## config.mk

```make
export PLATFORM = sky130hd
export DESIGN_NAME = receptor_ps2
export DESIGN_NICKNAME = d
export VERILOG_FILES = /design/src/rtl/receptor_ps2.sv
export SDC_FILE = /design/constraint.sdc
export NUM_CORES = 1
export LEC_CHECK = 0
export BUFFER_PORTS_ARGS = -buffer_cell sky130_fd_sc_hd__buf_4
export CAP_MARGIN = 15
export CORE_MARGIN = 2
export CORE_UTILIZATION = 25
export CTS_CLUSTER_DIAMETER = 120
export DETAILED_ROUTE_END_ITERATION = 10
export RECOVER_POWER = 25
export SLEW_MARGIN = 10
export SYNTH_ARGS = -nofsm -noshare
export SYNTH_HDL_FRONTEND = slang
export SYNTH_SLANG_ARGS = --single-unit
```

## constraint.sdc

```tcl
create_clock -name clk -period 2.45 [get_ports clk]
set_input_delay 0.3675 -clock clk [delete_from_list [all_inputs] [get_ports clk]]
set_output_delay 0.3675 -clock clk [all_outputs]
set_load 0.005 [all_outputs]
```

## src/rtl/receptor_ps2.sv

```systemverilog
// PS/2 keyboard receiver: synchronises and deglitches the raw PS/2 lines, frames 11-bit
// packets with odd-parity check, strips break/extended prefixes and emits make codes.
module receptor_ps2 #(
  parameter int unsigned FILTER_LEN  = 8,
  parameter int unsigned TIMEOUT_CYC = 50000,
  parameter bit          DROP_BREAK  = 1'b1
) (
  input  logic       clk,
  input  logic       rst,
  input  logic       ps2_clk,
  input  logic       ps2_data,
  output logic [7:0] Dato,
  output logic       Tick,
  output logic       err_paridad,
  output logic       err_trama
);

  localparam int unsigned TcntW = (TIMEOUT_CYC > 2) ? $clog2(TIMEOUT_CYC) : 1;
  localparam logic [TcntW-1:0] TcntLast = TcntW'(TIMEOUT_CYC - 1);

  typedef enum logic [1:0] {
    StIdle,
    StData,
    StParity,
    StStop
  } state_e;

  // Two-flop synchronisers for both asynchronous PS/2 lines.
  logic clk_s1, clk_s2;
  logic dat_s1, dat_s2;

  always_ff @(posedge clk or negedge rst) begin
    if (!rst) begin
      clk_s1 <= 1'b1;
      clk_s2 <= 1'b1;
      dat_s1 <= 1'b1;
      dat_s2 <= 1'b1;
    end else begin
      clk_s1 <= ps2_clk;
      clk_s2 <= clk_s1;
      dat_s1 <= ps2_data;
      dat_s2 <= dat_s1;
    end
  end

  // Glitch filter: the filtered clock only moves once FILTER_LEN samples agree.
  logic [FILTER_LEN-1:0] filt_sr;
  logic                  filt_clk_q;
  logic                  filt_clk_d;
  logic                  fall;

  always_comb begin
    filt_clk_d = filt_clk_q;
    if (&filt_sr) begin
      filt_clk_d = 1'b1;
    end else if (~|filt_sr) begin
      filt_clk_d = 1'b0;
    end
  end

  assign fall = filt_clk_q & ~filt_clk_d;

  always_ff @(posedge clk or negedge rst) begin
    if (!rst) begin
      filt_sr    <= '1;
      filt_clk_q <= 1'b1;
    end else begin
      filt_sr    <= {filt_sr[FILTER_LEN-2:0], clk_s2};
      filt_clk_q <= filt_clk_d;
    end
  end

  // Frame assembly, validation and break filtering.
  state_e           state;
  logic [2:0]       bitcnt;
  logic [7:0]       shreg;
  logic             par;
  logic [TcntW-1:0] tcnt;
  logic             brk_pend;
  logic             frame_ok;

  assign frame_ok = dat_s2 & (^shreg ^ par);

  always_ff @(posedge clk or negedge rst) begin
    if (!rst) begin
      state       <= StIdle;
      bitcnt      <= '0;
      shreg       <= '0;
      par         <= 1'b0;
      tcnt        <= '0;
      brk_pend    <= 1'b0;
      Dato        <= 8'h00;
      Tick        <= 1'b0;
      err_paridad <= 1'b0;
      err_trama   <= 1'b0;
    end else begin
      Tick        <= 1'b0;
      err_paridad <= 1'b0;
      err_trama   <= 1'b0;

      if (state == StIdle) begin
        tcnt <= '0;
        // A high data line on a falling edge is a spurious edge, not a start bit.
        if (fall && !dat_s2) begin
          state  <= StData;
          bitcnt <= '0;
        end
      end else if (!fall && (tcnt == TcntLast)) begin
        state     <= StIdle;
        bitcnt    <= '0;
        tcnt      <= '0;
        err_trama <= 1'b1;
      end else if (!fall) begin
        tcnt <= tcnt + TcntW'(1);
      end else begin
        tcnt <= '0;
        case (state)
          StData: begin
            shreg  <= {dat_s2, shreg[7:1]};
            bitcnt <= bitcnt + 3'd1;
            if (bitcnt == 3'd7) begin
              state <= StParity;
            end
          end
          StParity: begin
            par   <= dat_s2;
            state <= StStop;
          end
          StStop: begin
            state  <= StIdle;
            bitcnt <= '0;
            if (!frame_ok) begin
              err_paridad <= 1'b1;
            end else if (!DROP_BREAK) begin
              Dato <= shreg;
              Tick <= 1'b1;
            end else if (brk_pend) begin
              brk_pend <= 1'b0;
            end else if (shreg == 8'hF0) begin
              brk_pend <= 1'b1;
            end else if (shreg != 8'hE0) begin
              Dato <= shreg;
              Tick <= 1'b1;
            end
          end
          default: state <= StIdle;
        endcase
      end
    end
  end

endmodule

```

==> results of run 1 <==
==> cell families (layout without fill, tap and decap cells) <==
group	count (synthesis)	after routing	share of synthesized area, %
simple gates	72	72	18.06
xor+xnor	15	15	5.739
flops	55	55	55.07
compound gates	18	18	4.948
mux	17	17	7.373
fa+ha+maj	13	13	6.433
buf+inv	13	30	2.375
==> Yosys cell counts (all sizes together), types with 2 or more instances <==
cell type and n:
a21oi 4, and3 3, and4 3, and4b 2, buf 3, clkbuf 3, dfrtp 42, dfstp 13
ha 13, inv 7, mux2 13, mux2i 4, nand2 10, nand2b 3, nand3 10, nand4 10
nand4bb 2, nor2 16, nor4 3, o21ai 4, o22a 2, o2bb2ai 4, or3 2, xnor2 4
xor2 10
==> routing by layer <==
metal | global-route usage, % | routed length [um] | vias up
met5 | 0 | 0 | -
met4 | 3.143 | 78 | 0
met3 | 1.747 | 84 | 6
met2 | 13.21 | 1843 | 13
met1 | 10.82 | 2083 | 766
li1 | - | - | 754
==> worst max-delay path: cells and delay by family, from the launching register on <==
family / cells / cell delay (ps)
and+or+nand+nor: 1 / 280
muxes: 1 / 380
DFF: 1 / 350
buffers and inverters: 1 / 70
adders and majority gates: 1 / 270
xor gates and xnor gates: 2 / 800
==> area by class of cell <==
cell class	instances	area (um^2)
Tap cell	133	166.4
Timing Repair Buffer	15	110.1
Multi-Input combinational cell	135	1076
Clock buffer	7	107.6
Fill cell	1007	6887
Inverter	7	26.28
Clock inverter	1	8.758
Sequential cell	55	1393
==> worst paths after layout <==
path                                       end  cells past startpoint  slack, ps                 start
min in group asynchronous  Dato[2]$_DFFE_PN0P_                      1        340                   rst
max reg2reg                Dato[7]$_DFFE_PN0P_                      6        200  shreg[1]$_DFFE_PN0P_
min                           dat_s1$_DFF_PN1_                      1        160              ps2_data
max                        Dato[7]$_DFFE_PN0P_                      6        200  shreg[1]$_DFFE_PN0P_
min reg2reg                   clk_s2$_DFF_PN1_                      0        360      clk_s1$_DFF_PN1_
max in group asynchronous  err_trama$_DFF_PN0_                      1       1290                   rst
==> cells in the final DEF (no fill, tap or decap), drive strengths merged, types with 2 or more instances in the layout <==
cell	n
buf	12
dfrtp	42
nand4bb	2
a21oi	4
nand2	10
dfstp	13
o22a	2
o2bb2ai	4
nand2b	3
nor2	16
inv	8
nand3	10
nand4	10
xnor2	4
o21ai	4
and4	3
and3	3
and4b	2
or3	2
mux2	13
mux2i	4
nor4	3
clkbuf	10
xor2	10
ha	13
==> report_power, final <==
part	switching [uW]	internal [uW]
Combinational	21.5	6.71
Sequential	14.6	928
Clock	292	295
Total	328	1230
==> sequential cells by signal, indices dropped and copies added (netlist names) <==
name,cells
err_paridad,1
clk_s1,1
err_trama,1
bitcnt,3
dat_s2,1
filt_clk_q,1
dat_s1,1
clk_s2,1
par,1
brk_pend,1
filt_sr,8
shreg,8
tcnt,16
state,2
Tick,1
Dato,8
==> stage by stage <==
step                total power (uW)  setup slack, ps  hold WS, ps
floorplan                      966.2            399.7        71.91
global placement               991.0            270.8        347.0
detailed placement             992.4            212.8        347.8
CTS                             1591            190.2        125.1
global route                    1634            58.67        137.0
finish                          1558            201.6        163.2
==> results.txt, run 1 <==
----------------------------------------------------
[Worst setup path]
  List of cells traversed by the critical path ... inv_1 -> ha_1 -> xnor3_1 -> xnor2_1 -> nand4_4 -> mux2_1
  Signal arrival time at the worst endpoint ... 2440 ps
  CP max stage cell ... sky130_fd_sc_hd__xnor2_1
  Setup crit start kind ... flip-flop
  Required arrival time at the worst endpoint ... 2640 ps
  CP peak stage delay ... 410 ps
  Setup Crit Path Kind ... reg -> reg
  Endpoint class of the critical path ... flip-flop
  Top fanout value on the critical path ... 8

[Yosys]
  EDFF count, synth ... 0
  Distinct cells, synth ... 42
  Share of synthesized flip-flops with an asynchronous set or reset ... 100.0%
  Mapped cell area ... 0.002529 mm^2
  Sequential area share after synthesis ... a little under three fifths
  Mapped Avg Cell Area ... 12.46 um^2
  Biggest area consumer among synthesized cells ... sky130_fd_sc_hd__dfrtp_1
  Leading register cell type out of synthesis ... sky130_fd_sc_hd__dfrtp_1
  Portion of synthesized cell area occupied by the leading cell type ... 41.56%
  Largest cells by area after synthesis ... sky130_fd_sc_hd__dfrtp_1 (42%), sky130_fd_sc_hd__dfstp_2 (14%), sky130_fd_sc_hd__ha_1 (6.4%)
  Number of register bits inferred by synthesis ... 55
  Cells after Synth ... about 200
  Post-Syn Nets ... 220
  Count of yosys warnings during synthesis ... 0

[Layout]
  Final standard cell utilization of the core ... 29.54%
  N_diodes ... 0
  Layout overhead on the synthesized area ... 14.20%
  Final Instance Area ... 0.002888 mm^2
  Fraction of final layout cells sized beyond drive strength 1 ... between 10% and 20%
  Number of nets in the finished design ... approximately 240
  Non-filler cells, final ... 353

[Placed design]
  Number of buffers inserted by port buffering ... 14
  Number of cells in the design after placement ... 345
  Placed instance area ... roughly 0.0028 mm^2
  Total half-perimeter wirelength after legalization and detailed placement ... ~2900 um
  Weighted congestion at the end of routability-driven global placement ... 0.7276

[GRT]
  Grt ovf ... 0
  Wire length of the first global-routing pass ... between 7000 and 8000 um
  Via count of the first global-routing pass ... about 1600
  Overall Global Routing Usage ... 8.205%
  Largest net degree at the start of global routing ... 56
  Number of antenna violations at the first check in global routing ... 0

[STA]
  Setup repair after global routing missed its margin ... no
  Final critical delay including setup and external delays ... 2248 ps
  Worst slew margin ... 11.74%
  Number of slew-limit violations in the final report ... 0
  Worst slew pin tran ... 1324 ps
  Highest attainable clock frequency ... 444.8 MHz
  Share of the cycle needed by the critical path after routing ... 91.77%
  Clock skew ... 13.47 ps
  Final setup violation count ... 0
  Total count of hold-check failures in the final report ... 0
  Sum Neg Setup Slack ... 0 ps

[Floorplanning]
  Placement Rows ... 36
  Area of the core region ... between 0.009 and 0.01 mm^2
  Vert. Die Dim ... 104.6 um
  Top-Level Pins ... 15
  Die Area ... 0.01093 mm^2
  Chip width ... between 100 and 150 um
  Starting Density ... 25.87%

[Detailed routing]
  1st-pass router iterations ... 4
  Post-detailed-route DRC marker count ... 0
  Detailed-route via count ... around 1500
  Detailed-route wire length per cell ... between 10 and 15 um
  Post-DRT Antenna Nets ... 0
  Wirelength, routed ... 4089 um
  Avg Vias per Cell ... 4.360
  Iteration-0 DRC count of the detailed router ... 78

[Clock network]
  Clock buffers created by TritonCTS ... 5
  TritonCTS clock tree ... built
  H-Tree Level Count ... 2
  Clock slew seen by the registers of the worst setup and hold paths ... approximately 100 ps
  Clock sinks ... 55
  Latest clock arrival within the worst-skew pair ... 310 ps
  # hold bufs at CTS ... 0
  Number of gates resized after CTS ... 0
  CTS root buf ... sky130_fd_sc_hd__clkbuf_8
  Buffers inserted by post-CTS timing repair ... 0
  Number of buffers on the longest clock path ... 2

[Outcome]
  Run status ... finished, final reports clean

[Hold path]
  Path type of the worst min-delay path ... in -> reg

[Power and ir drop]
  Reported leakage power ... 0.001280 uW
  Largest voltage drop on the vdd net ... 0.0002729 V
  Power density of the placed cells ... around 540 mW/mm^2

[Job]
  Maximum Capacitance Violations ... 0

----------------------------------------------------
Note: power is estimated with default switching activity, not from simulation.
==> run 2, diff against run 1 <==
==> constraint.sdc (replaced) <==
create_clock -name clk -period 2.45 [get_ports clk]
set_input_delay 0.1225 -clock clk [delete_from_list [all_inputs] [get_ports clk]]
set_output_delay 0.1225 -clock clk [all_outputs]
set_load 0.005 [all_outputs]
==> results.txt, run 2 (synthesis gave the netlist of run 1 again) <==
----------------------------------------------------
[STA]
  Highest attainable clock frequency ... 443.7 MHz (-0.25%)
  Clock skew ... 12.85 ps (-0.6110 ps)
  Setup repair after global routing missed its margin ... no
  Share of the cycle needed by the critical path after routing ... 92.00% (+0.23 points)
  Number of slew-limit violations in the final report ... 0 (unchanged)
  Sum Neg Setup Slack ... 0 ps (unchanged)
  Final setup violation count ... 0 (unchanged)
  Worst slew pin tran ... 1321 ps (-3.162 ps)
  Final critical delay including setup and external delays ... 2254 ps (+5.587 ps)
  Worst slew margin ... 11.95% (+0.21 points)
  Total count of hold-check failures in the final report ... 0 (unchanged)

[Floorplanning]
  Placement Rows ... 36 (unchanged)
  Die Area ... 0.01093 mm^2 (unchanged)
  Top-Level Pins ... 15 (unchanged)
  Chip width ... 104.6 um (unchanged)
  Area of the core region ... 0.009774 mm^2 (unchanged)
  Vert. Die Dim ... 104.6 um (unchanged)
  Starting Density ... 25.87% (unchanged)

[Worst setup path]
  Required arrival time at the worst endpoint ... 2640 ps (about the same)
  CP peak stage delay ... 410 ps (about the same)
  Endpoint class of the critical path ... flip-flop
  List of cells traversed by the critical path ... inv_1 -> ha_1 -> xnor3_1 -> xnor2_1 -> nand4_4 -> mux2_1
  Setup crit start kind ... flip-flop
  Signal arrival time at the worst endpoint ... 2440 ps (about the same)
  Top fanout value on the critical path ... 8 (unchanged)
  Setup Crit Path Kind ... reg -> reg
  CP max stage cell ... sky130_fd_sc_hd__xnor2_1

[GRT]
  Largest net degree at the start of global routing ... 56 (unchanged)
  Number of antenna violations at the first check in global routing ... 0 (unchanged)
  Via count of the first global-routing pass ... 1597 (+0.13%)
  Overall Global Routing Usage ... 8.205% (unchanged)
  Wire length of the first global-routing pass ... 7493 um (unchanged)
  Grt ovf ... 0 (unchanged)

[Placed design]
  Placed instance area ... 0.002774 mm^2 (unchanged)
  Number of buffers inserted by port buffering ... 14 (unchanged)
  Weighted congestion at the end of routability-driven global placement ... 0.7276 (unchanged)
  Total half-perimeter wirelength after legalization and detailed placement ... 2912 um (unchanged)

[Clock network]
  Number of gates resized after CTS ... 0 (unchanged)
  Buffers inserted by post-CTS timing repair ... 0 (unchanged)
  H-Tree Level Count ... 2 (unchanged)
  Clock slew seen by the registers of the worst setup and hold paths ... 100 ps (about the same)
  # hold bufs at CTS ... 3 (+3)
  Clock buffers created by TritonCTS ... 5 (unchanged)
  CTS root buf ... sky130_fd_sc_hd__clkbuf_8
  Number of buffers on the longest clock path ... 2 (unchanged)
  TritonCTS clock tree ... built
  Clock sinks ... 55 (unchanged)
  Latest clock arrival within the worst-skew pair ... 300 ps (about the same)

[Layout]
  Layout overhead on the synthesized area ... 15.39%
  Most frequent cells in the layout ... sky130_fd_sc_hd__dfrtp_1 (42), sky130_fd_sc_hd__nor2_1 (16), sky130_fd_sc_hd__ha_1 (13)
  Layout filler cell count ... 1007 (unchanged)
  Fraction of final layout cells sized beyond drive strength 1 ... 17.04% (-1.6 points)
  Number of nets in the finished design ... 239 (+1.3%)
  Leading cell type in the layout, fill and taps excluded ... sky130_fd_sc_hd__dfrtp_1
  Final Instance Area ... 0.002918 mm^2 (+1.0%)
  Largest register FFs ... 16 (unchanged)
  N_diodes ... 0 (unchanged)
  Largest register by flop count ... tcnt
  Final standard cell utilization of the core ... 29.85% (+0.31 points)

[Hold path]
  Path type of the worst min-delay path ... reg -> reg

[Power and ir drop]
  Largest voltage drop on the vdd net ... 0.0002724 V (-0.18%)
  Power density of the placed cells ... 534.2 mW/mm^2 (-0.98%)
  Reported leakage power ... 0.001290 uW (+0.80%)

[Outcome]
  Run status ... finished, final reports clean

[Detailed routing]
  1st-pass router iterations ... 4 (unchanged)
  Detailed-route wire length per cell ... 11.55 um (-0.28%)
  Iteration-0 DRC count of the detailed router ... 64 (-18%)
  Post-detailed-route DRC marker count ... 0 (unchanged)
  Detailed-route via count ... 1530 (-0.58%)
  Wirelength, routed ... 4112 um (+0.56%)
  Avg Vias per Cell ... 4.298 (-1.4%)
  Post-DRT Antenna Nets ... 0 (unchanged)

[Job]
  Maximum Capacitance Violations ... 0 (unchanged)

----------------------------------------------------
-- run 2: power by group --
part           internal (uW)  total (uW)  switching (uW)
combinational           9.80        31.9            22.1
sequential               927         942            14.6
clock                    295         585             290
-- run 2: final cells by class --
cell class	instances	area, um^2	share of cell area [%]
flip-flops and latches	55	1393	47.73
multi-input cells	135	1076	36.88
well taps	133	166.4	5.703
repair buffers	18	140.1	4.803
clock buffers	7	107.6	3.688
inverters	7	26.28	0.9005
clock inverters	1	8.758	0.3002
-- run 2: through the flow --
stage	worst slack, ps	power (uW)	hold slack (ps)	std cells
after floorplan	399.7	966.2	-173.1	203
after global placement	270.8	991.0	210.8	345
after detailed placement	212.8	992.4	218.7	345
after CTS	190.2	1595	363.2	356
after global routing	58.67	1637	370.8	356
final	196.0	1559	361.4	356
-- run 2: per-layer routing --
layer | global-route usage, % | share of wire [%] | routed length, um | up-vias
li1 | - | - | - | 761
met1 | 10.78 | 51 | 2103 | 756
met2 | 13.26 | 46 | 1884 | 9
met3 | 1.747 | 1.8 | 73 | 4
met4 | 3.143 | 1.2 | 51 | 0
met5 | 0 | 0 | 0 | -
-- run 2: worst max-delay path: cells and delay by family (launching register included) --
| kind | cells | cell delay (ps) |
|---|---|---|
| buf+inv | 1 | 70 |
| simple gates | 1 | 280 |
| xor+xnor | 2 | 800 |
| mux | 1 | 380 |
| flops | 1 | 360 |
| fa+ha+maj | 1 | 270 |
-- run 2: path summary, 6_finish.rpt --
kind / from / to / slack [ps] / depth (start not counted)
worst max-delay path: shreg[1]$_DFFE_PN0P_ / Dato[7]$_DFFE_PN0P_ / 200 / 6
max in group asynchronous: rst / tcnt[4]$_DFF_PN0_ / 990 / 2
worst min register to register: clk_s1$_DFF_PN1_ / clk_s2$_DFF_PN1_ / 360 / 0
min in group asynchronous: rst / Dato[1]$_DFFE_PN0P_ / 640 / 2
worst max register to register: shreg[1]$_DFFE_PN0P_ / Dato[7]$_DFFE_PN0P_ / 200 / 6
worst min-delay path: clk_s1$_DFF_PN1_ / clk_s2$_DFF_PN1_ / 360 / 0
==> run 3, diff against run 2 <==
==> constraint.sdc (replaced) <==
create_clock -name clk -period 2.55 [get_ports clk]
set_input_delay 0 -clock clk [delete_from_list [all_inputs] [get_ports clk]]
set_output_delay 0 -clock clk [all_outputs]
set_load 0.005 [all_outputs]
==> results.txt, run 3 (synthesis gave the netlist of run 1 again) <==
----------------------------------------------------
[Detailed routing]
  Post-detailed-route DRC marker count ... 0 (unchanged)
  Wirelength, routed ... 4084 um (-0.68%)
  Iteration-0 DRC count of the detailed router ... 101 (+58%)
  Detailed-route wire length per cell ... 11.47 um (-0.68%)
  Detailed-route via count ... 1510 (-1.3%)
  1st-pass router iterations ... 4 (unchanged)
  Post-DRT Antenna Nets ... 0 (unchanged)
  Avg Vias per Cell ... 4.242 (-1.3%)

[STA]
  Clock skew ... 13.77 ps (+0.9188 ps)
  Worst slew margin ... 12.62% (+0.66 points)
  Number of slew-limit violations in the final report ... 0 (unchanged)
  Final setup violation count ... 0 (unchanged)
  Final critical delay including setup and external delays ... 2288 ps (+33.66 ps)
  Worst slew pin tran ... 1311 ps (-9.972 ps)
  Sum Neg Setup Slack ... 0 ps (unchanged)
  Setup repair after global routing missed its margin ... no
  Share of the cycle needed by the critical path after routing ... 89.71% (-2.3 points)
  Highest attainable clock frequency ... 437.1 MHz (-1.5%)
  Total count of hold-check failures in the final report ... 0 (unchanged)

[Power and ir drop]
  Reported leakage power ... 0.001273 uW (-1.4%)
  Largest voltage drop on the vdd net ... 0.0002420 V (-11%)
  Power density of the placed cells ... 489.4 mW/mm^2 (-8.4%)

[Layout]
  Sequential cell area ... 0.001393 mm^2 (unchanged)
  Number of nets in the finished design ... 239 (unchanged)
  N_diodes ... 0 (unchanged)
  Fraction of final layout cells sized beyond drive strength 1 ... 16.59% (-0.45 points)
  Final standard cell utilization of the core ... 29.57% (-0.28 points)
  Largest register FFs ... 16 (unchanged)
  Leading cell type in the layout, fill and taps excluded ... sky130_fd_sc_hd__dfrtp_1
  Layout overhead on the synthesized area ... 14.30%
  Largest register by flop count ... tcnt
  Layout filler cell count ... 998 (-0.89%)
  Area used by multi-input combinational logic ... 0.001076 mm^2 (unchanged)
  Most frequent cells in the layout ... sky130_fd_sc_hd__dfrtp_1 (42), sky130_fd_sc_hd__nor2_1 (16), sky130_fd_sc_hd__ha_1 (13)

[Clock network]
  Clock buffers created by TritonCTS ... 5 (unchanged)
  Number of gates resized after CTS ... 0 (unchanged)
  Latest clock arrival within the worst-skew pair ... 310 ps (about the same)
  TritonCTS clock tree ... built
  Clock sinks ... 55 (unchanged)
  CTS root buf ... sky130_fd_sc_hd__clkbuf_8
  Clock slew seen by the registers of the worst setup and hold paths ... 100 ps (about the same)
  Number of buffers on the longest clock path ... 2 (unchanged)
  Buffers inserted by post-CTS timing repair ... 0 (unchanged)
  H-Tree Level Count ... 2 (unchanged)

[Placed design]
  Weighted congestion at the end of routability-driven global placement ... 0.7239 (-0.51%)
  Total half-perimeter wirelength after legalization and detailed placement ... 2864 um (-1.6%)
  Number of buffers inserted by port buffering ... 14 (unchanged)

[GRT]
  Number of antenna violations at the first check in global routing ... 0 (unchanged)
  Wire length of the first global-routing pass ... 7445 um (-0.64%)
  Grt ovf ... 0 (unchanged)
  Overall Global Routing Usage ... 8.319% (+0.11 points)
  Via count of the first global-routing pass ... 1568 (-1.8%)
  Largest net degree at the start of global routing ... 56 (unchanged)

[Worst setup path]
  Setup crit start kind ... flip-flop
  Top fanout value on the critical path ... 8 (unchanged)
  Setup Crit Path Kind ... reg -> reg
  Required arrival time at the worst endpoint ... 2740 ps (+100 ps)
  Reg2reg path depth ... 6 (unchanged)
  Endpoint class of the critical path ... flip-flop
  Signal arrival time at the worst endpoint ... 2480 ps (+40 ps)

[Outcome]
  Run status ... finished, final reports clean

[Floorplanning]
  Vert. Die Dim ... 104.6 um (unchanged)
  Chip width ... 104.6 um (unchanged)
  Area of the core region ... 0.009774 mm^2 (unchanged)
  Placement Rows ... 36 (unchanged)
  Die Area ... 0.01093 mm^2 (unchanged)
  Starting Density ... 25.87% (unchanged)
  Top-Level Pins ... 15 (unchanged)

[Hold path]
  Min-Delay Path Depth ... 2 (+2)
  Path type of the worst min-delay path ... in -> reg

[Job]
  Maximum Capacitance Violations ... 0 (unchanged)

----------------------------------------------------
run 3: cell types whose count changed in the layout (fill, tap and decap cells not counted), sizes merged:
cell      previous run  this run
buf                 11        12
clkinvlp             0         1
clkbuf              11         9
run 3: cell type report:
cell class | instances | share of cell area, %
flip-flops and latches | 55 | 48.18
multi-input cells | 135 | 37.23
well taps | 133 | 5.758
repair buffers | 18 | 4.848
clock buffers | 6 | 2.511
inverters | 7 | 0.9091
clock inverters | 2 | 0.5628
run 3: final timing paths:
kind / start / end / slack (ps)
min in group asynchronous: rst / Dato[2]$_DFFE_PN0P_ / 500
worst max register to register: shreg[2]$_DFFE_PN0P_ / Dato[7]$_DFFE_PN0P_ / 260
worst max-delay path: shreg[2]$_DFFE_PN0P_ / Dato[7]$_DFFE_PN0P_ / 260
max in group asynchronous: rst / Dato[6]$_DFFE_PN0P_ / 1240
worst min-delay path: ps2_data / dat_s1$_DFF_PN1_ / 340
worst min register to register: dat_s1$_DFF_PN1_ / dat_s2$_DFF_PN1_ / 360
run 3: metrics by stage:
step,total power [uW],worst slack (ps),hold WS (ps),area (um^2),cells
floorplan,928.3,499.7,-295.6,2529,203
global placement,952.2,368.3,89.18,2774,345
detailed placement,953.2,276.0,90.87,2774,345
CTS,1450,250.8,286.0,2893,356
global route,1488,104.8,331.2,2890,356
finish,1414,262.4,342.2,2890,356
run 3: worst max-delay path, stage by stage, from the launching register on:
cell	delay (ps)
sky130_fd_sc_hd__dfrtp_1	370
sky130_fd_sc_hd__inv_1	70
sky130_fd_sc_hd__ha_1	300
sky130_fd_sc_hd__xnor3_1	340
sky130_fd_sc_hd__xnor2_1	430
sky130_fd_sc_hd__nand4_4	270
sky130_fd_sc_hd__mux2_1	370
run 3: what timing repair did:
action                                  4_1_cts  5_1_grt
endpoints found under the setup margin        0        0
hold buffers                                  3        0
endpoints found under the hold margin        44        0
run 3: layer usage:
layer	part of all wire (%)	GRT usage (%)	vias to the layer above
li1	-	-	761
met4	2.1	3.714	0
met2	47	13.63	11
met3	2.1	1.934	5
met1	49	10.46	733
met5	0	0	-
run 3: power by group:
| group | switching [uW] | leakage, uW | internal, uW |
|---|---|---|---|
| registers | 14.0 | 0.000720 | 891 |
| clock network | 282 | 0.0000418 | 198 |
| logic | 21.0 | 0.000511 | 9.41 |
| total | 317 | 0.00127 | 1100 |
